<file path="src/rtl/disp_pattern_pkg.sv">
// disp_pattern_pkg: mode codes, default LFSR taps and log2 helper
package disp_pattern_pkg;
  localparam logic [1:0] M_HOLD   = 2'd0;
  localparam logic [1:0] M_RAND   = 2'd1;
  localparam logic [1:0] M_BOUNCE = 2'd2;
  localparam logic [1:0] M_COUNT  = 2'd3;
  localparam logic [31:0] DEF_TAPS = 32'h8020_0003;
  function automatic int log2(input int v);
    int r;
    r = 0;
    for (int i = 0; i < 31; i++) if ((1 << i) < v) r = i + 1;
    return r;
  endfunction
endpackage

</file>
<file path="src/rtl/disp_pattern_gen_if.sv">
// disp_pattern_gen_if: control inputs and pattern/tone outputs of the sequencer
interface disp_pattern_gen_if #(
  parameter int C_CH = 2,
  parameter int C_DW = 8,
  parameter int C_PW = 21,
  parameter int C_LW = 32
);
  logic                 EE_i;
  logic [C_PW-1:0]      PRESCALE_i;
  logic [2*C_CH-1:0]    MODEs_i;
  logic [C_CH*C_DW-1:0] LIMss_i;
  logic [15:0]          TONE_PER_i;
  logic [C_CH*C_DW-1:0] DATss_o;
  logic [C_LW-1:0]      LFSR_o;
  logic                 STEP_EE_o;
  logic                 SOUND_o;
  modport master (
    output EE_i, PRESCALE_i, MODEs_i, LIMss_i, TONE_PER_i,
    input  DATss_o, LFSR_o, STEP_EE_o, SOUND_o
  );
  modport slave (
    input  EE_i, PRESCALE_i, MODEs_i, LIMss_i, TONE_PER_i,
    output DATss_o, LFSR_o, STEP_EE_o, SOUND_o
  );
endinterface

</file>
<file path="src/rtl/disp_pattern_chan.sv">
// disp_pattern_chan: one pattern channel (data/direction registers and mode mux)
module disp_pattern_chan
  import disp_pattern_pkg::*;
#(
  parameter int C_DW = 8
) (
  input  logic            clk,
  input  logic            rst,
  input  logic            step,
  input  logic [1:0]      mode,
  input  logic [C_DW-1:0] lim,
  input  logic [C_DW-1:0] rnd,
  output logic [C_DW-1:0] d
);
  logic            up, up_nx, b_up;
  logic [C_DW-1:0] d_nx, b_nx;
  always_comb begin
    b_nx  = lim == '0 ? '0 : up ? (d < lim ? d + 1'b1 : d - 1'b1) : (d == '0 ? C_DW'(1) : d - 1'b1);
    b_up  = lim == '0 || (up ? d < lim : d == '0);
    d_nx  = mode == M_RAND ? rnd : mode == M_BOUNCE ? b_nx : mode == M_COUNT ? d + 1'b1 : d;
    up_nx = mode == M_BOUNCE ? b_up : up;
  end
  always_ff @(posedge clk) begin
    if (rst) begin
      d  <= '0;
      up <= 1'b1;
    end else if (step) begin
      d  <= d_nx;
      up <= up_nx;
    end
  end
endmodule

</file>
<file path="src/rtl/disp_pattern_gen.sv">
// disp_pattern_gen: prescaled pattern sequencer with shared LFSR and tone output
module disp_pattern_gen
  import disp_pattern_pkg::*;
#(
  parameter int C_CH = 2,
  parameter int C_DW = 8,
  parameter int C_PW = 21,
  parameter int C_LW = 32,
  parameter logic [C_LW-1:0] C_TAPS = C_LW'(DEF_TAPS)
) (
  input logic CK_i,
  input logic RST_i,
  disp_pattern_gen_if.slave bus
);
  logic [C_PW-1:0]      pctr;
  logic [C_LW-1:0]      lfsr, lfsr_nx;
  logic [15:0]          tctr;
  logic                 sound, step_ee, step;
  logic [C_CH*C_DW-1:0] dat;
  assign step    = bus.EE_i && pctr == '0;
  assign lfsr_nx = {lfsr[C_LW-2:0], ^(C_TAPS & lfsr)};
  always_ff @(posedge CK_i) begin
    if (RST_i) begin
      pctr    <= '0;
      lfsr    <= '1;
      step_ee <= 1'b0;
    end else begin
      pctr    <= step ? bus.PRESCALE_i : bus.EE_i ? pctr - 1'b1 : pctr;
      lfsr    <= step ? lfsr_nx : lfsr;
      step_ee <= step;
    end
  end
  // >= rather than == so lowering the half-period below the count toggles at once
  always_ff @(posedge CK_i) begin
    if (RST_i || bus.TONE_PER_i == '0) begin
      tctr  <= '0;
      sound <= 1'b0;
    end else if (bus.EE_i) begin
      tctr  <= tctr >= bus.TONE_PER_i - 16'd1 ? '0 : tctr + 16'd1;
      sound <= tctr >= bus.TONE_PER_i - 16'd1 ? ~sound : sound;
    end
  end
  for (genvar k = 0; k < C_CH; k++) begin : g_ch
    localparam int R = k % C_DW;
    logic [2*C_DW-1:0] dd;
    assign dd = {lfsr_nx[C_DW-1:0], lfsr_nx[C_DW-1:0]} << R;
    disp_pattern_chan #(.C_DW(C_DW)) u_chan (
      .clk  (CK_i),
      .rst  (RST_i),
      .step (step),
      .mode (bus.MODEs_i[2*k +: 2]),
      .lim  (bus.LIMss_i[k*C_DW +: C_DW]),
      .rnd  (dd[2*C_DW-1:C_DW]),
      .d    (dat[k*C_DW +: C_DW])
    );
  end
  assign bus.DATss_o   = dat;
  assign bus.LFSR_o    = lfsr;
  assign bus.STEP_EE_o = step_ee;
  assign bus.SOUND_o   = sound;
endmodule

</file>
<file path="src/flat_wrapper.sv">
// flat-port wrapper written by rule: the top's interface ports become plain ports
module disp_pattern_gen_flat import disp_pattern_pkg::*;
#(
  parameter int C_CH = 2,
  parameter int C_DW = 8,
  parameter int C_PW = 21,
  parameter int C_LW = 32,
  parameter logic [C_LW-1:0] C_TAPS = C_LW'(DEF_TAPS)
)
  (CK_i, RST_i, bus_EE_i, bus_PRESCALE_i, bus_MODEs_i, bus_LIMss_i, bus_TONE_PER_i, bus_DATss_o, bus_LFSR_o, bus_STEP_EE_o, bus_SOUND_o);
  disp_pattern_gen_if #(.C_CH(C_CH), .C_DW(C_DW), .C_PW(C_PW), .C_LW(C_LW)) bus_i ();
  input logic CK_i;
  input logic RST_i;
  input wire logic [$bits(bus_i.EE_i)-1:0] bus_EE_i;
  input wire logic [$bits(bus_i.PRESCALE_i)-1:0] bus_PRESCALE_i;
  input wire logic [$bits(bus_i.MODEs_i)-1:0] bus_MODEs_i;
  input wire logic [$bits(bus_i.LIMss_i)-1:0] bus_LIMss_i;
  input wire logic [$bits(bus_i.TONE_PER_i)-1:0] bus_TONE_PER_i;
  output wire logic [$bits(bus_i.DATss_o)-1:0] bus_DATss_o;
  output wire logic [$bits(bus_i.LFSR_o)-1:0] bus_LFSR_o;
  output wire logic [$bits(bus_i.STEP_EE_o)-1:0] bus_STEP_EE_o;
  output wire logic [$bits(bus_i.SOUND_o)-1:0] bus_SOUND_o;
  assign bus_i.EE_i = bus_EE_i;
  assign bus_i.PRESCALE_i = bus_PRESCALE_i;
  assign bus_i.MODEs_i = bus_MODEs_i;
  assign bus_i.LIMss_i = bus_LIMss_i;
  assign bus_i.TONE_PER_i = bus_TONE_PER_i;
  assign bus_DATss_o = bus_i.DATss_o;
  assign bus_LFSR_o = bus_i.LFSR_o;
  assign bus_STEP_EE_o = bus_i.STEP_EE_o;
  assign bus_SOUND_o = bus_i.SOUND_o;
  disp_pattern_gen #(.C_CH(C_CH), .C_DW(C_DW), .C_PW(C_PW), .C_LW(C_LW), .C_TAPS(C_TAPS)) u_core (.CK_i(CK_i), .RST_i(RST_i), .bus(bus_i));
endmodule
</file>
<file path="config.mk">
export PLATFORM = sky130hd
export DESIGN_NAME = disp_pattern_gen_flat
export DESIGN_NICKNAME = d
export VERILOG_FILES = /design/src/rtl/disp_pattern_pkg.sv /design/src/rtl/disp_pattern_gen_if.sv /design/src/rtl/disp_pattern_chan.sv /design/src/rtl/disp_pattern_gen.sv /design/src/flat_wrapper.sv
export SDC_FILE = /design/constraint.sdc
export NUM_CORES = 1
export LEC_CHECK = 0
export CAP_MARGIN = 10
export CORE_MARGIN = 10
export CORE_UTILIZATION = 40
export CTS_BUF_LIST = sky130_fd_sc_hd__clkbuf_8
export CTS_CLUSTER_DIAMETER = 100
export DETAILED_ROUTE_END_ITERATION = 10
export PLACE_DENSITY = 0.76
export REMOVE_ABC_BUFFERS = 1
export SLEW_MARGIN = 20
export SYNTH_ARGS = -nofsm -noshare
export SYNTH_HDL_FRONTEND = slang
export SYNTH_SLANG_ARGS = --single-unit
export TNS_END_PERCENT = 1
</file>
<file path="constraint.sdc">
create_clock -name CK_i -period 10.81 [get_ports CK_i]
set_input_delay 2.162 -clock CK_i [delete_from_list [all_inputs] [get_ports CK_i]]
set_output_delay 2.162 -clock CK_i [all_outputs]
set_load 0.05 [all_outputs]
</file>
Word-level counts from Yosys, hierarchy flattened

Cells that the tools add are included.

Input port bits: 60
Output and inout bits: 50
Bits in registers: 89
Word-level logic and storage cells: 64

Magnitude comparators: 3
Muxes and demuxes: 19
Bitwise logic cells: 1
Reductions and logical operators: 19
Add/subtract/negate cells: 7
Equality and inequality tests: 6

Operators by type and width:

| kind                                                                   | count |
|---|---|
| 8-bit two-way mux                                                      | 14 |
| 21-bit two-way mux                                                     | 2 |
| 8-bit logical NOT                                                      | 4 |
| 32-bit XOR reduction                                                   | 1 |
| 21-bit logical NOT                                                     | 1 |
| 21-bit by 1-bit subtractor with 21-bit output (second input constant)  | 1 |
| 16-bit by 1-bit adder with 16-bit output (second input constant)       | 1 |
| 8-bit by 1-bit adder with 8-bit output (second input constant)         | 2 |
| 16-bit >= comparator                                                   | 1 |
| 16-bit logical NOT                                                     | 1 |
| 8-bit less-than comparator                                             | 2 |
| 16-bit two-way mux                                                     | 1 |
| 16-bit by 1-bit subtractor with 16-bit output (second input constant)  | 1 |
| 8-bit by 1-bit subtractor with 8-bit output (second input constant)    | 2 |
| 2-bit AND reduction                                                    | 5 |
| 2-bit equality test (second input constant)                            | 4 |
| 3-bit nonzero test                                                     | 2 |
| 2-bit by 1-bit equality test with 1-bit output (second input constant) | 2 |
| 1-bit logical OR                                                       | 3 |
| 1-bit two-way mux                                                      | 2 |
| 2-bit nonzero test                                                     | 1 |
| 1-bit logical AND                                                      | 1 |
| 1-bit NOT                                                              | 1 |

Logic depth before layout (Yosys ltp)

Gate-level depths: netlist (run 1).

Depth after elaboration: 6
Gate-level depth with buffers: 15
Gate-level depth less buffers: 14

By module

A second synthesis (run 1) with hierarchy kept.

Cells, all modules: 772
Area, all modules: 5,925.7 um2

Modules (own cells, without submodules):

| module            | cells an instance | instances | sequential area each (um2) | area each (um2) |
|---|---|---|---|---|
| disp_pattern_gen  | 476               | 1         | 1,421.4                    | 3,758.6 |
| disp_pattern_chan | 148               | 2         | 180.2                      | 1,083.5 |

Worst setup path before layout (run 1)

No wires, ideal clock.

Path kind: input -> register
Start: input port bus_TONE_PER_i[5]
End: register u_core.tctr[10]
Path slack: 5.780 ns
Path buffers: 1
Stages: 13
Data arrival time: 4.903 ns
Data required time: 10.682 ns
Library setup time: 0.128 ns
Cells stage by stage: nor4_1 > nand4b_1 > or4_1 > nor3_1 > xnor2_1 > ha_1 > nand2_1 > o21ai_0 > nor2_1 > o311a_1 > o31ai_1 > clkbuf_1 > nor2_1

Word-level cells in the longest chain between the ends: 3
Elaborated cells between the ends (all ways): 5
Those cells by class: add/sub (1); order compare (1); mux (1); reduce/logical (2)

Ends and longest elaborated chain:

| item                                          | line                   | RTL |
|---|---|---|
| start: declaration                            | flat_wrapper.sv:18     | `input wire logic [$bits(bus_i.TONE_PER_i)-1:0] bus_TONE_PER_i;` |
| 16-bit by 1-bit subtractor with 16-bit output | disp_pattern_gen.sv:39 | `tctr <= tctr >= bus.TONE_PER_i - 16'd1 ? '0 : tctr + 16'd1;` |
| 16-bit >= comparator                          | disp_pattern_gen.sv:39 |  |
| 16-bit two-way mux                            | disp_pattern_gen.sv:39 |  |
| end signal: assignment                        | disp_pattern_gen.sv:39 |  |
| end: declaration                              | disp_pattern_gen.sv:17 | `logic [15:0] tctr;` |

Several ways; a longest one is shown, not always the timed one.
A chain may end at the register's enable or synchronous reset.

Worst setup path after layout (run 1)

Start: input port bus_TONE_PER_i[3]
End: register u_core.sound (netlist: u_core.bus.SOUND_o)

Word-level cells in the longest chain between the ends: 3
Elaborated cells between the ends (all ways): 5
Those cells by class: add/sub (1); order compare (1); reduce/logical (3)

Ends and longest elaborated chain:

| item                                          | line                   | RTL |
|---|---|---|
| 16-bit by 1-bit subtractor with 16-bit output | disp_pattern_gen.sv:40 | `sound <= tctr >= bus.TONE_PER_i - 16'd1 ? ~sound : sound;` |
| 16-bit >= comparator                          | disp_pattern_gen.sv:40 |  |
| 2-bit AND reduction (no line)                 | --                     |  |
| end signal: assignment                        | disp_pattern_gen.sv:40 |  |
| end: declaration                              | disp_pattern_gen.sv:18 | `logic sound, step_ee, step;` |

Several ways; a longest one is shown, not always the timed one.

==> results.py, run 1 <==
metrics = {
    "cts": {
        "insertion_delay_ps": 360,
        "cts_tree": "yes",
        "cts_max_level": 3,
        "cts_resized": 0,
        "cts_max_path_buffers": 2,
        "cts_sinks": 89,
        "cts_setup_buffers": 0,
        "cts_root_buf": "clkbuf_8",
        "cts_made_buffers": 9,
        "clk_pin_slew_ps": 90,
        "hold_buffers": 0,
    },
    "final_layout": {
        "finalNetCount": 941,
        "seqCellArea_sq_um": 1782,
        "layout-drive-gt1-share": 0.04255,
        "multi_input_area_sq_um": 3695,
        "num-fill-cells": 1418,
        "area_growth_pct": 22.84,
        "layout_common_cells": "nand2_1, clkdlybuf4s50_1, dfxtp_1, nor2_1, nand3_1",
        "final_cell_area_sq_um": 7173,
        "mostFrequentLayoutCell": "nand2_1",
        "num_antenna_cells": 0,
    },
    "pwr": {
        "vdd_drop_max_uv": 115.3,
        "switching_share": 0.5017,
        "seqPwrFrac": 0.306,
        "leakage_nw": 2.836,
        "pwr-share-comb": 0.574,
        "p_int_w": 0.0009015,
        "p_switching_w": 0.0009076,
        "p_clk_frac": 0.120,
        "power-per-cell-area_nw_per_um2": 252.2,
    },
    "yosys": {
        "ys_types": 66,
        "synth_area_sq_um": 5839,
        "synth_largest_area_cell": "dfxtp_1",
        "yosysWarnings": 0,
        "synthCells": 757,
        "yosysTopAreaCellShare": 0.3051,
        "synth-async-reset-ratio": 0,
        "synth-main-ff-cell": "dfxtp_1",
        "synth_seq_cells": 89,
        "avgSynthCellArea_sq_um": 7.714,
        "ys_top_cells_by_area": "dfxtp_1, ha_1, nand2_1, nand3_1, nor2_1",
        "synth_edf_count": 0,
        "ys_seq_area_frac": 0.3051,
    },
    "timing": {
        "finalCriticalPeriod_ps": 5349,
        "drv_slew": 0,
        "final.period_utilization": 0.4948,
        "finalHoldViolations": 0,
        "finalSetupViolCount": 0,
        "tns_ps": 0,
        "fin_skew_ps": 12.78,
        "worst_slew_pin_slew_ps": 1023,
        "grt_setup_unrepaired": "no",
        "max-slew-margin-rel": 0.3171,
        "fmaxAchievable_mhz": 186.9,
    },
    "worst_setup_path": {
        "crit_path_cell_trace": "clkdlybuf4s50_1 > nor4_1 > nand4b_1 > or4_1 > nor3_1 > xnor2_1 > ha_1 > nand2_1 > o21ai_0 > nor2_1 > o311a_1 > or4_1 > a21oi_1",
        "critPathMaxStageDelay_ps": 540,
        "path_depth": 13,
        "critPathTopFamily": "simple AND/OR/NAND/NOR gates",
        "r2r-start": "u_core.pctr[0]",
        "start_kind": "primary input",
        "rr_endpoint": "u_core.pctr[7]",
        "required_ps": 11110,
        "crit_type": "primary input to register",
        "cp.buffers_inverters": 1,
        "rr_worst_depth": 8,
        "reg2reg_slack_ps": 7290,
        "critPathCapture": "u_core.bus.SOUND_o",
        "cpMostUsedCell": "or4_1",
        "crit_arrival_ps": 5650,
        "crit_fanout": 8,
        "cp-end-kind": "register",
        "crit_start": "bus_TONE_PER_i[3]",
        "crit_slowest_cell": "or4_1",
    },
    "routing": {
        "wl_mm": 15.69,
        "drtIter0Drc": 546,
        "vias": 5791,
        "drc": 0,
        "drt-wirelength-per-cell_um": 15.23,
        "avgViaCountPerCell": 5.622,
        "ant_nets": 0,
        "drt-pass1-iter-count": 5,
    },
    "worst_hold_path": {
        "hold_class": "register to register",
    },
    "floorplanning": {
        "io_pins": 110,
        "initial_core_util": 0.4048,
        "die_x_um": 140.8,
        "fp.coreArea_sq_um": 14420,
        "die_area_sq_um": 19830,
        "num_rows": 44,
        "die_h_um": 140.8,
    },
    "global_routing": {
        "grt_pass1_wl_mm": 25.94,
        "grt_pass1_vias": 5330,
        "track_usage": 0.1530,
        "grt_start_max_net_pins": 49,
        "antenna_found_initial": 0,
        "grt_overflow": 0,
    },
    "placement": {
        "dp_hpwl_mm": 11.61,
        "place_congestion": 0.9095,
        "port_buffers": 109,
        "place_area_sq_um": 6993,
    },
    "status": {
        "status": "completed",
    },
    "run": {
        "maxCapViolCount": 0,
    },
}
[Yosys cell counts, drive strengths merged (8+ instances only)]
cell     number
nor3         22
or4           8
xnor2        16
a21oi        31
and2          8
nand3        64
nor4         10
nor2         67
o21ai        29
a22oi         9
dfxtp        89
and3         10
inv          38
o2111ai       8
nand4        11
a211oi       12
clkbuf       25
ha           39
xor2         15
buf          16
nand2b       11
nand2       113
[cell type report]
cell class,count,area share
Inverter,40,0.02093
Tap cell,184,0.03209
Sequential cell,89,0.2484
Clock buffer,11,0.02111
Multi-Input combinational cell,587,0.5151
Timing Repair Buffer,115,0.1584
Clock inverter,4,0.004012
[per-stage QoR]
step	total power, W	setup WS, ps	utilization	std cells	hold WS (ps)
floorplan	0.001274	5549	-	716	438.3
global placement	0.001581	5214	0.4848	1015	456.7
detailed placement	0.001596	5068	0.4848	1015	467.6
CTS	0.001814	5465	0.4973	1030	480.4
global route	0.001931	5213	0.4973	1030	506.6
finish	0.001809	5461	0.4973	1030	474.6
[how the worst min path moves through the flow]
stage,start,endpoint,cells past startpoint
global placement,u_core.pctr[10],u_core.pctr[10],2
global route,u_core.bus.LFSR_o[14],u_core.bus.LFSR_o[15],2
floorplan,u_core.pctr[10],u_core.pctr[10],2
detailed placement,u_core.pctr[10],u_core.pctr[10],2
finish,u_core.pctr[10],u_core.pctr[10],2
CTS,u_core.pctr[10],u_core.pctr[10],2
[worst min-delay path: cells and delay by family, from the launching register on]
family	cells	cell delay, ps
AOI/OAI and AO/OA	1	50
DFF	1	320
and+or+nand+nor	1	60
[kinds of logic after synthesis]
group	share of synthesized area
simple gates	0.2970
compound gates	0.1976
flops	0.3051
buf+inv	0.06300
fa+ha+maj	0.08357
xor+xnor	0.04650
mux	0.007285
[flip-flops by register name, indices dropped and copies added (netlist names)]
signal and cells:
u_core.bus.STEP_EE_o 1, u_core.g_ch.u_chan.up 2, u_core.pctr 21, u_core.bus.SOUND_o 1
u_core.tctr 16, u_core.g_ch.u_chan.d 16, u_core.bus.LFSR_o 32
[power groups by stage]
| stage | clock [W] | combinational, W | sequential (W) |
|---|---|---|---|
| global route | 0.000233 | 0.00113 | 0.000570 |
| global placement | 0 | 0.00102 | 0.000557 |
| detailed placement | 0 | 0.00104 | 0.000558 |
| floorplan | 0 | 0.000513 | 0.000761 |
| CTS | 0.000222 | 0.00104 | 0.000551 |
| finish | 0.000217 | 0.00104 | 0.000554 |
[routing by layer]
layer | GRT usage | up-vias | part of all wire
li1 | - | 2915 | -
met1 | 0.2009 | 2653 | 0.47
met2 | 0.2436 | 206 | 0.45
met3 | 0.02620 | 17 | 0.066
met4 | 0.06033 | 0 | 0.018
met5 | 0 | - | 0
Note: power is estimated with default switching activity, not from simulation.
==> inputs of run 2 (changes only) <==
clock period = 5.52 ns   (was 10.81 ns; I/O delays follow)
==> run 2 against run 1 <==
  * Non-clock buffer count grew 3
  * Critical path depth grew 1
  * Sequential share of layout area shrank 0.095 points
  * Routed wire length grew 0.77%
  * Cell area grew 0.38%
  * Setup slack lost 4200 ps
  * Largest cell class unchanged
  * First-iteration DRC count shrank 6.2%
  * Critical path type unchanged
==> results.py, run 2 (synthesis gave the netlist of run 1 again) <==
metrics = {
    "placement": {
        "place_congestion": 0.8750,
        "dp_cells": 1018,
        "dp_hpwl_mm": 11.87,
        "dp_slack_ps": 878.5,
        "port_buffers": 109,
    },
    "global_routing": {
        "track_usage": 0.1534,
        "grt_pass1_wl_mm": 25.86,
        "grt_pass1_vias": 5216,
        "antenna_found_initial": 0,
        "grt_overflow": 0,
        "grt_start_max_net_pins": 43,
    },
    "timing": {
        "fmaxAchievable_mhz": 235.6,
        "final.period_utilization": 0.7691,
        "drv_slew": 0,
        "fin_ws_ps": 1275,
        "fin_skew_ps": 17.44,
        "finalHoldViolations": 0,
        "worst_slew_pin_slew_ps": 731.9,
        "max-slew-margin-rel": 0.5105,
        "finalSetupViolCount": 0,
        "fin_hold_ws_ps": 471.2,
        "finalCriticalPeriod_ps": 4245,
        "grt_setup_unrepaired": "no",
        "tns_ps": 0,
    },
    "cts": {
        "cts_resized": 0,
        "cts_sinks": 89,
        "cts_max_path_buffers": 2,
        "cts_tree": "yes",
        "cts_root_buf": "clkbuf_8",
        "cts_max_level": 3,
        "cts_setup_buffers": 0,
        "hold_buffers": 0,
        "insertion_delay_ps": 390,
        "cts_made_buffers": 9,
        "clk_pin_slew_ps": 100,
    },
    "routing": {
        "drt-wirelength-per-cell_um": 15.29,
        "avgViaCountPerCell": 5.580,
        "ant_nets": 0,
        "vias": 5770,
        "drc": 0,
        "drt-pass1-iter-count": 5,
        "drtIter0Drc": 512,
        "wl_mm": 15.81,
    },
    "worst_setup_path": {
        "r2r-start": "u_core.pctr[0]",
        "crit_arrival_ps": 4560,
        "crit_slowest_cell": "or4_1",
        "reg2reg_slack_ps": 2420,
        "crit_type": "primary input to register",
        "crit_path_cell_trace": "clkdlybuf4s50_1 > nor4_1 > nand4b_1 > or4_1 > nor3_1 > xnor2_1 > ha_1 > a21oi_1 > o21ai_0 > nor2_1 > o311a_1 > o31ai_1 > buf_4 > nor2_1",
        "crit_fanout": 11,
        "critPathMaxStageDelay_ps": 550,
        "cp-end-kind": "register",
        "cpMostUsedCell": "nor2_1",
        "required_ps": 5830,
        "rr_endpoint": "u_core.g_ch[1].u_chan.d[5]",
        "rr_worst_depth": 9,
        "start_kind": "primary input",
    },
    "final_layout": {
        "finalNetCount": 944,
        "layout-drive-gt1-share": 0.04824,
        "final_cells": 1034,
        "largest_reg_flops": 32,
        "mostFrequentLayoutCell": "nand2_1",
        "layout_common_cells": "nand2_1, clkdlybuf4s50_1, dfxtp_1, nor2_1, nand3_1",
        "num_antenna_cells": 0,
        "area_growth_pct": 23.31,
    },
    "pwr": {
        "p_int_w": 0.001763,
        "p_switching_w": 0.001799,
        "pwr-share-comb": 0.572,
        "seqPwrFrac": 0.305,
        "vdd_drop_max_uv": 234.4,
        "switching_share": 0.5051,
        "leakage_nw": 2.851,
        "power-per-cell-area_nw_per_um2": 494.6,
        "p_clk_frac": 0.123,
    },
    "worst_hold_path": {
        "hold_class": "register to register",
        "hold_start": "u_core.pctr[10]",
        "min_path_cells": 2,
        "holdPathEnd": "u_core.pctr[10]",
    },
    "run": {
        "maxCapViolCount": 0,
    },
    "floorplanning": {
        "die_x_um": 140.8,
        "fp.coreArea_sq_um": 14420,
        "die_area_sq_um": 19830,
        "initial_core_util": 0.4048,
        "io_pins": 110,
        "num_rows": 44,
        "die_h_um": 140.8,
    },
    "status": {
        "status": "completed",
    },
}
[run 2: cell count changes in the layout (fill, tap and decap cells not counted)]
cell	delta
buf_4	+3
clkbuf_8	-1
clkinv_2	+1
inv_1	-1
inv_6	+2
[run 2: through the flow]
stage / utilization / power [W] / cell area [sq um]
2_1_floorplan: - / 0.002495 / 5622
3_3_place_gp: 0.4864 / 0.003106 / 7015
3_5_place_dp: 0.4864 / 0.003138 / 7015
4_1_cts: 0.4992 / 0.003579 / 7201
5_1_grt: 0.4992 / 0.003814 / 7201
6_report: 0.4992 / 0.003562 / 7201
[run 2: power by group through the flow]
stage	registers, W	clock network [W]	logic, W
after floorplan	0.00149	0	0.00101
after global placement	0.00109	0	0.00201
after detailed placement	0.00110	0	0.00204
after CTS	0.00108	0.000449	0.00205
after global routing	0.00112	0.000468	0.00223
final	0.00109	0.000438	0.00204
[run 2: layout make-up]
type / instances / area, sq um
inverter: 40 / 150.1
tap: 184 / 230.2
clock inverter: 6 / 47.55
fill: 1414 / 7223
sequential: 89 / 1782
clock buffer: 10 / 137.6
timing repair buffer: 118 / 1159
multi-input combinational: 587 / 3695
[run 2: worst max path at each step]
stage	start	endpoint	slack (ps)	cells past startpoint
6_report	bus_TONE_PER_i[3]	u_core.tctr[9]	1270	14
5_1_grt	bus_TONE_PER_i[3]	u_core.tctr[15]	1020	13
4_1_cts	bus_TONE_PER_i[3]	u_core.tctr[9]	1260	14
3_5_place_dp	bus_TONE_PER_i[3]	u_core.tctr[12]	880	14
3_3_place_gp	bus_TONE_PER_i[3]	u_core.bus.SOUND_o	980	13
2_1_floorplan	bus_TONE_PER_i[5]	u_core.tctr[10]	1320	12
[run 2: worst max-delay path: cells and delay by family]
kind / cells / cell delay, ps
simple gates: 6 / 1660
compound gates: 4 / 710
buf+inv: 2 / 660
fa+ha+maj: 1 / 270
xor+xnor: 1 / 150
[run 2: per-layer routing]
layer | global-route usage | vias to the layer above | wire length (um)
met5 | 0 | - | 0
met1 | 0.2020 | 2639 | 7265
li1 | - | 2928 | -
met2 | 0.2411 | 188 | 7202
met3 | 0.03225 | 15 | 1097
met4 | 0.05598 | 0 | 240
==> RTL edit, RTL diff (settings of run 2) <==
Reset style: asynchronous (`RST_i` and `rst`), changed in 2 clocked blocks.
--- a/src/rtl/disp_pattern_chan.sv
+++ b/src/rtl/disp_pattern_chan.sv
@@ -20,7 +20,7 @@
     d_nx  = mode == M_RAND ? rnd : mode == M_BOUNCE ? b_nx : mode == M_COUNT ? d + 1'b1 : d;
     up_nx = mode == M_BOUNCE ? b_up : up;
   end
-  always_ff @(posedge clk) begin
+  always_ff @(posedge clk or posedge rst) begin
     if (rst) begin
       d  <= '0;
       up <= 1'b1;
--- a/src/rtl/disp_pattern_gen.sv
+++ b/src/rtl/disp_pattern_gen.sv
@@ -19,7 +19,7 @@
   logic [C_CH*C_DW-1:0] dat;
   assign step    = bus.EE_i && pctr == '0;
   assign lfsr_nx = {lfsr[C_LW-2:0], ^(C_TAPS & lfsr)};
-  always_ff @(posedge CK_i) begin
+  always_ff @(posedge CK_i or posedge RST_i) begin
     if (RST_i) begin
       pctr    <= '0;
       lfsr    <= '1;
Behaviour: differs if RST_i is asserted again (counterexample within 4 cycles, from zero or initial values and one cycle with RST_i high); with RST_i held inactive, the same outputs for 4 cycles.
==> RTL edit against run 2 <==
- die area up 1.6%
- sequential cell count unchanged
- routed wire length decreased by 2.6%
- setup slack worse by 0.33 ns
- area after synthesis is 1.9% higher
- non-clock buffer count fell by 4
- design area up 2.1%
- count of clock-buffer cells in the layout grew 1
- sequential share of layout area rose by 5.0 points
- largest cell class unchanged
Power is not compared: it rests on default switching activity, and its combinational part moved more than twofold at a synthesized area within 25%.
==> RTL edit: results (changes against run 2) <==
yosysUniqueCellTypes: 63  # was 66
clock_latency_ns: 0.37  # was 0.39 ns
drtIter0Drc: 429  # was 512
fin_nets: 929  # was 944
grt_pass1_wl_um: 25940  # was 25860 um
drt_first_pass_iters: 5  # unchanged
worstPathMaxFanout: 5  # was 11
cts_buffer_depth: 2  # unchanged
status: "completed"  # unchanged
place_congestion: 0.8415  # was 0.8750
slew_headroom: 0.3824  # was 0.5105
grt_max_degree: 73  # was 43
yosys-top-cells-count: "154 x nand2_1, 65 x nor2_1, 50 x o21ai_0"  # was 113 x nand2_1, 89 x dfxtp_1, 67 x nor2_1
r2r_start: "u_core.pctr[19]$_DFFE_PP0P_"  # was u_core.pctr[0]$_SDFFE_PP0P_
drive_gt1_frac: 0.08144  # was 0.04824
path_clk_slew_ns: 0.09
grtUsageTotal: 0.1512  # was 0.1534
arrival_ns: 4.87  # was 4.56 ns
holdCritStartpoint: "u_core.bus.LFSR_o[12]$_DFFE_PP1P_"  # was u_core.pctr[10]$_SDFFE_PP0P_
first_global_vias: 5246  # was 5216
synth-seq-area-share: 0.3671  # was 0.3051
vias: 5457  # was 5770
synth-async-reset-ratio: 0.8090  # was 0
peakVddDrop_mv: 0.1018
critPathLaunch: "bus_TONE_PER_i[3]"  # unchanged
wl_per_cell_um: 15.09  # was 15.29 um
p_leak_nw: 3.093
ys_top_cells_by_area: "dfrtp_1 16%, dfstp_2 15%, nand2_1 9.7%, ha_1 8.2%, dfxtp_1 5.7%"  # was dfxtp_1 31%, ha_1 8.4%, nand2_1 7.3%, nand3_1 5.5%, nor2_1 4.3%
hpwl_um: 11390  # was 11870 um
skew_ns: 0.01281  # was 0.01744 ns
cts_setup_buffers: 0  # unchanged
-- RTL edit: power by group --
group / total [mW] / internal [mW] / switching (mW)
combinational: 0.571 / 0.248 / 0.324
clock: 0.473 / 0.233 / 0.241
sequential: 0.876 / 0.745 / 0.131
total: 1.92 / 1.23 / 0.695
-- RTL edit: critical path, cell delays in order --
cell,delay (ns)
clkdlybuf4s50_1,0.45
or4_1,0.59
nor3_1,0.19
nor4b_1,0.30
buf_4,0.19
nand2_1,0.06
xor2_1,0.14
ha_1,0.28
and3_1,0.18
a221oi_1,0.23
nand2_1,0.08
a211oi_1,0.26
o21ai_0,0.21
or2_2,0.38
o31ai_1,0.22
-- RTL edit: final cells by class --
type	count	area, sq um
Sequential cell	89	2185
Clock inverter	5	55.05
Timing Repair Buffer	114	1129
Antenna cell	1	2.502
Tap cell	184	230.2
Clock buffer	11	151.4
Fill cell	1397	7182
Multi-Input combinational cell	576	3450
Inverter	40	150.1
-- RTL edit: final timing paths --
check                           depth (start not counted)  slack [ns]                                endpoint
worst min register to register                          2        0.46       u_core.bus.LFSR_o[13]$_DFFE_PP1P_
max in group asynchronous                               3        3.51  u_core.g_ch[1].u_chan.d[2]$_DFFE_PP0P_
worst max register to register                          8        2.04             u_core.pctr[11]$_DFFE_PP0P_
min in group asynchronous                               3        1.39          u_core.bus.STEP_EE_o$_DFF_PP0_
worst max-delay path                                   15        0.94             u_core.tctr[3]$_SDFFE_PP0P_
worst min-delay path                                    2        0.46       u_core.bus.LFSR_o[13]$_DFFE_PP1P_
-- RTL edit: metal layers --
metal / share of wire / track usage
met3: 0.068 / 0.03271
met2: 0.45 / 0.2333
met5: 0 / 0
met4: 0.011 / 0.04626
met1: 0.48 / 0.2066
-- RTL edit: per-stage QoR --
stage | worst slack, ns | hold WS (ns) | instances | cell area, sq um
floorplan | 1.095 | 0.4515 | 705 | 5784
global placement | 0.6198 | 0.4489 | 1003 | 7143
detailed placement | 0.5400 | 0.4496 | 1003 | 7143
CTS | 0.9359 | 0.4612 | 1019 | 7350
global route | 0.5320 | 0.4842 | 1019 | 7350
finish | 0.9410 | 0.4605 | 1020 | 7352
-- RTL edit: cells by family (layout without fill, tap and decap cells) --
kind of cell / count (synthesis) / after routing / synth area share
AND/OR/NAND/NOR: 340 / 340 / 0.2679
AO/OA/AOI/OAI: 150 / 150 / 0.1562
flip-flops: 89 / 89 / 0.3671
buffers and inverters: 74 / 170 / 0.05320
adder cells (fa/ha/maj): 39 / 39 / 0.08200
XOR/XNOR: 30 / 30 / 0.04415
multiplexers: 17 / 17 / 0.02944
other: 0 / 1 / 0
